`src/rtl/temp_pkg.sv`:
```
// Shared constants and FSM encoding for the temperature sampler slice.
// Latency: n/a (declarations only).
// Backpressure: n/a.
package temp_pkg;

    localparam int TEMP_W       = 16;
    localparam int TEMP_TIMEOUT = 15;
    localparam int NUM_CH       = 4;
    localparam int CH_W         = 2;

    localparam logic [CH_W-1:0] LAST_CH = CH_W'(NUM_CH - 1);

    typedef enum logic [1:0] {
        ST_IDLE = 2'd0,
        ST_REQ  = 2'd1,
        ST_WAIT = 2'd2,
        ST_DONE = 2'd3
    } state_t;

endpackage

```
`src/rtl/temp_sampler_if.sv`:
```
// Shared sensor bus: request strobe + channel out, response strobe + data back.
// Latency: n/a (wires only).
// Backpressure: none; the sensor answers with a single valid strobe per request.
interface temp_sampler_if #(
    parameter int W = temp_pkg::TEMP_W
) ();

    logic                       sens_req;
    logic [temp_pkg::CH_W-1:0]  sens_ch;
    logic                       sens_valid;
    logic [W-1:0]               sens_data;

    // Sampler side drives the request, sensor side drives the response.
    modport master (
        output sens_req,
        output sens_ch,
        input  sens_valid,
        input  sens_data
    );

    modport slave (
        input  sens_req,
        input  sens_ch,
        output sens_valid,
        output sens_data
    );

endinterface

```
`src/rtl/wait_timer.sv`:
```
// Counts WAIT cycles for one channel poll and flags the last allowed cycle.
// Latency: expired is combinational from the count; count updates on clk.
// Backpressure: none; clear has priority over enable, count saturates at TIMEOUT.
module wait_timer #(
    parameter int TIMEOUT = 15
) (
    input  logic clk,
    input  logic _rst,
    input  logic clear,
    input  logic enable,
    output logic expired
);

    localparam int TW = (TIMEOUT < 1) ? 1 : $clog2(TIMEOUT + 1);

    logic [TW-1:0] cnt;

    // Count elapsed WAIT cycles, holding at TIMEOUT so the counter never wraps.
    always_ff @(posedge clk or negedge _rst) begin
        if (!_rst) begin
            cnt <= '0;
        end else if (clear) begin
            cnt <= '0;
        end else if (enable && (cnt != TW'(TIMEOUT))) begin
            cnt <= cnt + TW'(1);
        end
    end

    // The count is zero in the first WAIT cycle, so TIMEOUT-1 marks the last one.
    assign expired = (cnt >= TW'(TIMEOUT - 1));

endmodule

```
`src/rtl/temp_sampler.sv`:
```
// Polls four temperature channels in turn over a shared sensor bus, one frame per start.
// Latency: 9 cycles start-to-frame_valid with immediate answers; 4*(1+TIMEOUT)+1 worst case.
// Backpressure: start is ignored while busy; a silent channel is skipped after TIMEOUT cycles.
module temp_sampler
    import temp_pkg::*;
#(
    parameter int W       = TEMP_W,
    parameter int TIMEOUT = TEMP_TIMEOUT
) (
    input  logic               clk,
    input  logic               _rst,
    input  logic               start,
    temp_sampler_if.master     sens,
    output logic [W-1:0]       temp1,
    output logic [W-1:0]       temp2,
    output logic [W-1:0]       temp3,
    output logic [W-1:0]       temp4,
    output logic               frame_valid,
    output logic               busy,
    output logic [NUM_CH-1:0]  err_mask
);

    state_t              state_q, state_d;
    logic [CH_W-1:0]     ch_q, ch_d;
    logic [NUM_CH-1:0]   err_q, err_d;
    logic [W-1:0]        temp_q [NUM_CH];

    logic                cap;
    logic                wait_done;
    logic                timer_clr;
    logic                timer_en;
    logic                timer_exp;

    logic                req_d, req_q;
    logic                fv_d, fv_q;
    logic                busy_d, busy_q;

    wait_timer #(
        .TIMEOUT (TIMEOUT)
    ) u_wait_timer (
        .clk     (clk),
        ._rst    (_rst),
        .clear   (timer_clr),
        .enable  (timer_en),
        .expired (timer_exp)
    );

    // State, channel index, error mask and the strobe outputs all live in flops.
    always_ff @(posedge clk or negedge _rst) begin
        if (!_rst) begin
            state_q <= ST_IDLE;
            ch_q    <= '0;
            err_q   <= '0;
            req_q   <= 1'b0;
            fv_q    <= 1'b0;
            busy_q  <= 1'b0;
        end else begin
            state_q <= state_d;
            ch_q    <= ch_d;
            err_q   <= err_d;
            req_q   <= req_d;
            fv_q    <= fv_d;
            busy_q  <= busy_d;
        end
    end

    // Next state: a response beats a simultaneous timeout, and either one ends the poll.
    always_comb begin
        state_d   = state_q;
        ch_d      = ch_q;
        err_d     = err_q;
        cap       = 1'b0;
        wait_done = 1'b0;
        timer_clr = 1'b0;
        timer_en  = 1'b0;
        case (state_q)
            ST_IDLE: begin
                if (start) begin
                    ch_d    = '0;
                    err_d   = '0;
                    state_d = ST_REQ;
                end
            end
            ST_REQ: begin
                timer_clr = 1'b1;
                state_d   = ST_WAIT;
            end
            ST_WAIT: begin
                timer_en = 1'b1;
                if (sens.sens_valid) begin
                    cap       = 1'b1;
                    wait_done = 1'b1;
                end else if (timer_exp) begin
                    err_d[ch_q] = 1'b1;
                    wait_done   = 1'b1;
                end
                if (wait_done) begin
                    if (ch_q == LAST_CH) begin
                        state_d = ST_DONE;
                    end else begin
                        ch_d    = ch_q + CH_W'(1);
                        state_d = ST_REQ;
                    end
                end
            end
            ST_DONE: begin
                state_d = ST_IDLE;
            end
            default: begin
                state_d = ST_IDLE;
            end
        endcase
    end

    // Outputs are decoded from the next state so they line up with the registered state.
    always_comb begin
        req_d  = (state_d == ST_REQ);
        fv_d   = (state_d == ST_DONE);
        busy_d = (state_d != ST_IDLE);
    end

    // Readings are stored as-is; only an accepted response in WAIT writes a slot.
    always_ff @(posedge clk or negedge _rst) begin
        if (!_rst) begin
            for (int i = 0; i < NUM_CH; i++) begin
                temp_q[i] <= '0;
            end
        end else if (cap) begin
            temp_q[ch_q] <= sens.sens_data;
        end
    end

    assign sens.sens_req = req_q;
    assign sens.sens_ch  = ch_q;
    assign temp1         = temp_q[0];
    assign temp2         = temp_q[1];
    assign temp3         = temp_q[2];
    assign temp4         = temp_q[3];
    assign frame_valid   = fv_q;
    assign busy          = busy_q;
    assign err_mask      = err_q;

endmodule

```
`src/flat_wrapper.sv`:
```
// flat-port wrapper written by rule: the top's interface ports become plain ports
module temp_sampler_flat import temp_pkg::*;
#(
    parameter int W       = TEMP_W,
    parameter int TIMEOUT = TEMP_TIMEOUT
)
  (clk, _rst, start, temp1, temp2, temp3, temp4, frame_valid, busy, err_mask, sens_sens_req, sens_sens_ch, sens_sens_valid, sens_sens_data);
  temp_sampler_if #(.W(W)) sens_i ();
  input  logic clk;
  input  logic _rst;
  input  logic start;
  output logic [W-1:0] temp1;
  output logic [W-1:0] temp2;
  output logic [W-1:0] temp3;
  output logic [W-1:0] temp4;
  output logic frame_valid;
  output logic busy;
  output logic [NUM_CH-1:0] err_mask;
  output wire logic [$bits(sens_i.sens_req)-1:0] sens_sens_req;
  output wire logic [$bits(sens_i.sens_ch)-1:0] sens_sens_ch;
  input wire logic [$bits(sens_i.sens_valid)-1:0] sens_sens_valid;
  input wire logic [$bits(sens_i.sens_data)-1:0] sens_sens_data;
  assign sens_sens_req = sens_i.sens_req;
  assign sens_sens_ch = sens_i.sens_ch;
  assign sens_i.sens_valid = sens_sens_valid;
  assign sens_i.sens_data = sens_sens_data;
  temp_sampler #(.W(W), .TIMEOUT(TIMEOUT)) u_core (.clk(clk), ._rst(_rst), .start(start), .sens(sens_i), .temp1(temp1), .temp2(temp2), .temp3(temp3), .temp4(temp4), .frame_valid(frame_valid), .busy(busy), .err_mask(err_mask));
endmodule
```
`config.mk`:
```
export PLATFORM = sky130hd
export DESIGN_NAME = temp_sampler_flat
export DESIGN_NICKNAME = d
export VERILOG_FILES = /design/src/rtl/temp_pkg.sv /design/src/rtl/temp_sampler_if.sv /design/src/rtl/wait_timer.sv /design/src/rtl/temp_sampler.sv /design/src/flat_wrapper.sv
export SDC_FILE = /design/constraint.sdc
export NUM_CORES = 1
export LEC_CHECK = 0
export ABC_AREA = 0
export BUFFER_PORTS_ARGS = -buffer_cell sky130_fd_sc_hd__buf_2
export CAP_MARGIN = 20
export CORE_ASPECT_RATIO = 0.9
export CORE_MARGIN = 1
export CORE_UTILIZATION = 50
export DETAILED_ROUTE_END_ITERATION = 12
export HOLD_SLACK_MARGIN = 0.05
export PLACE_DENSITY = 0.84
export SYNTH_ARGS = -nofsm -noshare
export SYNTH_HDL_FRONTEND = slang
export SYNTH_SLANG_ARGS = --single-unit
```
`constraint.sdc`:
```
create_clock -name clk -period 3.1 [get_ports clk]
set_input_delay 0.31 -clock clk [delete_from_list [all_inputs] [get_ports clk]]
set_output_delay 0.31 -clock clk [all_outputs]
set_load 0.01 [all_outputs]
```
After elaboration in Yosys (flattened, before gate mapping)
Index checks and enable logic that the tools add are counted.

word-level totals
  flip-flop bits (word level) = 79
  bits of input ports = 20
  output and inout bits = 73
  logic and storage cells = 67

cells by class
  add/subtract/negate cells = 2
  magnitude comparators = 5
  equality and inequality tests = 12
  muxes and demuxes = 26
  bitwise gates (word level) = 2
  reduce and logical (&&, ||, !) cells = 9

operators with widths
  kind                                                        number
  bitwise mux 64 bit                                          1
  demux 16 bit (select 2 bit)                                 1
  two-way mux 4 bit                                           5
  two-way mux 16 bit                                          1
  two-way mux 2 bit                                           6
  == test 2 bit, second input constant                        4
  two-way mux 1 bit                                           8
  case mux 2 bit (4 select lines)                             1
  case mux 4 bit (2 select lines)                             1
  AND reduction 4 bit                                         2
  != test 2 bit, second input constant                        3
  nonzero test 2 bit                                          3
  adder 4 x 1 -> 4 bit, second input constant                 1
  == test 2 x 1 -> 1 bit, second input constant               2
  greater-or-equal comparator 4 bit, second input constant    1
  != test 2 x 1 -> 1 bit, second input constant               2
  != test 4 bit, second input constant                        1
  bitwise OR 4 bit                                            1
  case mux 2 bit (2 select lines)                             1
  greater-or-equal comparator 3 bit, second input constant    1
  logical AND 1 bit                                           3
  less-than comparator 2 x 3 -> 1 bit, second input constant  1
  less-than comparator 3 x 1 -> 1 bit, second input constant  1
  NOT 2 -> 3 bit                                              1
  4 further kinds                                             4

Depth between registers and ports, before layout
  depth in word-level cells = 8
  mapped depth = 6
  mapped depth without buffers = 6

By module
Synthesis repeated with hierarchy kept, for this count alone.

second synthesis, totals
  cells, all modules = 211
  area total of the unflattened synthesis = 3243.1 µm²

by module, submodules not included
  module        times used  cells each  area an instance (µm²)  sequential area each (µm²)
  temp_sampler  1           188         2989.1                  1876.8
  wait_timer    1           23          254.0                   100.1

Worst setup path after synthesis
OpenSTA, ideal clock, no wires.

  kind = register to register
  from = register u_core.ch_q[0] (netlist: u_core.sens.sens_ch[0])
  to = register u_core.temp_q (netlist bit u_core.temp1[10])
  library setup time = 125 ps
  arrival time = 1441 ps
  required time = 2975 ps
  setup slack = 1534 ps
  cell stages (with the launch flop) = 6
  path buffers = 1
  clock period less this slack = 1566 ps
  path through = dfrtp_1 > inv_1 > ha_1 > nand3_2 > buf_2 > mux2_2

on the way
  cells in the longest elaborated chain, start to end = 6
  elaborated cells between the ends (all ways) = 7
  those cells by class = order compare (2); mux (3); bitwise (1); reduce/logical (1)

ends and longest elaborated chain
  what                                                                                                            RTL line             RTL
  from (decl)                                                                                                     temp_sampler.sv:24   logic [CH_W-1:0] ch_q, ch_d;
  from (signal assigned)                                                                                          temp_sampler.sv:59   ch_q <= ch_d;
  NOT 2 -> 3 bit (not written as such) *                                                                          temp_sampler.sv:129  temp_q[ch_q] <= sens.sens_data;
  greater-or-equal comparator 3 bit (not written as such) or less-than comparator 3 x 1 -> 1 bit (tied branches)  temp_sampler.sv:129
  logical AND 1 bit (not written as such)                                                                         temp_sampler.sv:129
  two-way mux 16 bit (not written as such)                                                                        temp_sampler.sv:129
  demux 16 bit (select 2 bit) *                                                                                   temp_sampler.sv:129
  bitwise mux 64 bit *                                                                                            temp_sampler.sv:129
  to (signal, indexed assignment)                                                                                 temp_sampler.sv:129
  to (decl)                                                                                                       temp_sampler.sv:26   logic [W-1:0] temp_q [NUM_CH];

Every way passes the cells marked *; elsewhere a longest branch is shown, timed or not.
A chain may end at the register's enable or synchronous reset.

Worst setup path after layout
  from = register u_core.state_q[1]
  to = register u_core.temp_q (netlist bit u_core.temp1[2])

on the way
  cells in the longest elaborated chain, start to end = 2

ends and longest elaborated chain
  what                    RTL line            RTL
  from (decl)             temp_sampler.sv:23  state_t state_q, state_d;
  from (signal assigned)  temp_sampler.sv:58  state_q <= state_d;
  == test 2 bit           temp_sampler.sv:76  case (state_q)
  two-way mux 1 bit       temp_sampler.sv:76

Every way passes these cells.

==> impl_metrics.ini <==
[global_route]
gr-total-overflow = 0
antenna_found_initial = 0
track_usage_pct = 20.44
grt_pass1_wl_um = 10580
grt_max_degree = 80
grt_pass1_vias = 2111

[floorplan]
fp.dieW_um = 87.78
row_count = 27
die-area_um2 = 6951
ios = 93
placeableCoreArea_um2 = 6250
die_h_um = 79.20
initial_core_util_pct = 52.97

[sta]
finalCriticalPeriod_ns = 2.159
fmax_mhz = 463.1
hold_viol = 0
setup_viol = 0
maxSlewViolCount = 0
tns_ns = 0
grt_setup_unrepaired = false
worst_pin_slew_ns = 0.9582
max-slew-margin-rel_pct = 36.12
fin_skew_ns = 0.004365
period_share_pct = 69.65

[critical_path]
critPathRequiredTime_ns = 3.32
arrival_ns = 2.38
crit_path_max_fanout = 16
reg2reg_from = u_core.state_q[1]
reg2regPathDepth = 3
crit_start = u_core.state_q[1]
reg2reg_to = u_core.temp1[2]
crit_path_end_kind = flop
crit_type = flop to flop
worstSetupEndpoint = u_core.temp1[2]
crit_path_start_kind = flop
ff2ff_setup_slack_ns = 0.94

[cts]
htree_levels = 3
cts-resized-gates = 0
numCtsBuffers = 9
clkTransAtPathRegs_ns = 0.08
clk_path_buf_depth = 2
clkSinkCount = 79
cts_tree = yes
cts_setup_buffers = 0
cts-root-buf = clkbuf_8
clock_latency_ns = 0.33
hold_buffers = 0

[placement]
gp_congestion = 0.8860
dp_hpwl_um = 4459
io_buffer_count = 92

[final_layout]
area_delta_synth_final_pct = 21.62
mostFrequentLayoutCells = 91 x buf_2, 79 x dfrtp_1, 34 x mux2_2
mostFrequentLayoutCell = buf_2
diodes = 0
drive_gt1_share_pct = 56.05
nNetsFinal = 335
finish.utilization_pct = 64.42

[route]
wirelength_um = 6561
num_vias = 2094
dr.pass1.iters = 4
routedWlPerCell_um = 16.36
viasPerCell = 5.222
drc_errors = 0
first_iter_violations = 184
ant_nets = 0

[synthesis]
syn_avg_cell_area_um2 = 15.47
synth_top_cell_area_share_pct = 59.71
yosys.area.top_type = dfrtp_1
synthCells = 214
ys_seq_elements = 79
synth.distinct_cells = 29
yosysSeqAreaShare_pct = 59.71
synth_area_um2 = 3311
yosys_warnings = 0
synth.area.top_cells = dfrtp_1 60%, mux2_4 14%, mux2_2 12%, ha_1 2.3%, nand3_4 1.6%
synthesis.nets = 240

[power]
ir_worst_vdd_mv = 0.4731
power.leakage_nw = 2.165
powerDensity_nw_per_um2 = 978.4

[status]
status = completed

[run]
cap_violations = 0

[min_path]
hold_path_class = input pin to async pin
stage by stage:
step	cells	hold WS (ns)	setup WS, ns	total power, W	area [µm²]
after floorplan	214	0.01441	1.534	0.002628	3311
after global placement	385	0.4788	1.104	0.003132	3819
after detailed placement	385	0.4887	0.9928	0.003196	3819
after CTS	401	0.1539	0.9576	0.003982	4026
after global routing	401	0.2038	0.8079	0.004171	4026
final	401	0.1109	0.9409	0.003939	4026
routing by layer:
metal / track usage [%] / up-vias / share of wire, %
met1: 26.02 / 1057 / 45
met2: 31.78 / 80 / 48
met5: 0 / - / 0
met4: 7.213 / 0 / 0.55
met3: 7.796 / 4 / 6.7
li1: - / 953 / -
worst max-delay path, cell delays in order, from the launching register on:
cell     delay (ns)
dfrtp_1        0.60
and2b_1        0.52
nand3_2        0.48
mux2_2         0.44
cells in the mapped netlist (all sizes together):
master,number
dfrtp,79
mux2,64
nand3,9
nor2,9
a21oi,7
buf,7
ha,6
inv,6
nand2,4
a211oi,3
a22o,3
o21ai,3
a41oi,2
a211o,1
and2b,1
and3,1
and3b,1
clkbuf,1
nor3,1
nor3b,1
nor4,1
nor4bb,1
o211a,1
o21a,1
o2bb2ai,1
area by class of cell:
type	instances	area, µm²
clock buffer	11	151.4
clock inverter	5	56.30
fill	501	2223
inverter	6	22.52
multi-input combinational	121	1247
sequential	79	1977
tap	87	108.9
timing repair buffer	92	462.9
sequential cells by signal, indices dropped and copies added (netlist names):
signal                   flops
u_core.sens.sens_ch          2
u_core.u_wait_timer.cnt      4
u_core.busy                  1
u_core.frame_valid           1
u_core.err_mask              4
u_core.sens.sens_req         1
u_core.temp3                16
u_core.temp1                16
u_core.temp4                16
u_core.state_q               2
u_core.temp2                16
cell families (layout without fill, tap and decap cells):
group | after synthesis | count (layout) | synth area share [%]
AND/OR/NAND/NOR | 29 | 29 | 5.669
AO/OA/AOI/OAI | 22 | 22 | 4.573
flip-flops | 79 | 79 | 59.71
multiplexers | 64 | 64 | 25.17
buffers and inverters | 14 | 114 | 2.607
adder cells (fa/ha/maj) | 6 | 6 | 2.268
report_power, final:
part           switching [W]  internal (W)
Combinational       0.000658      0.000780
Clock               0.000351      0.000414
Sequential          0.000282       0.00145
how the worst min path moves through the flow:
stage,cells past startpoint,start,endpoint,slack (ns)
floorplan,0,_rst,u_core.busy,0.01
global placement,2,u_core.err_mask[0],u_core.err_mask[0],0.48
detailed placement,1,u_core.temp2[0],u_core.temp2[0],0.49
CTS,1,_rst,u_core.temp3[2],0.15
global route,1,_rst,u_core.err_mask[0],0.20
finish,1,_rst,u_core.temp3[2],0.11
Note: power is estimated with default switching activity, not from simulation.
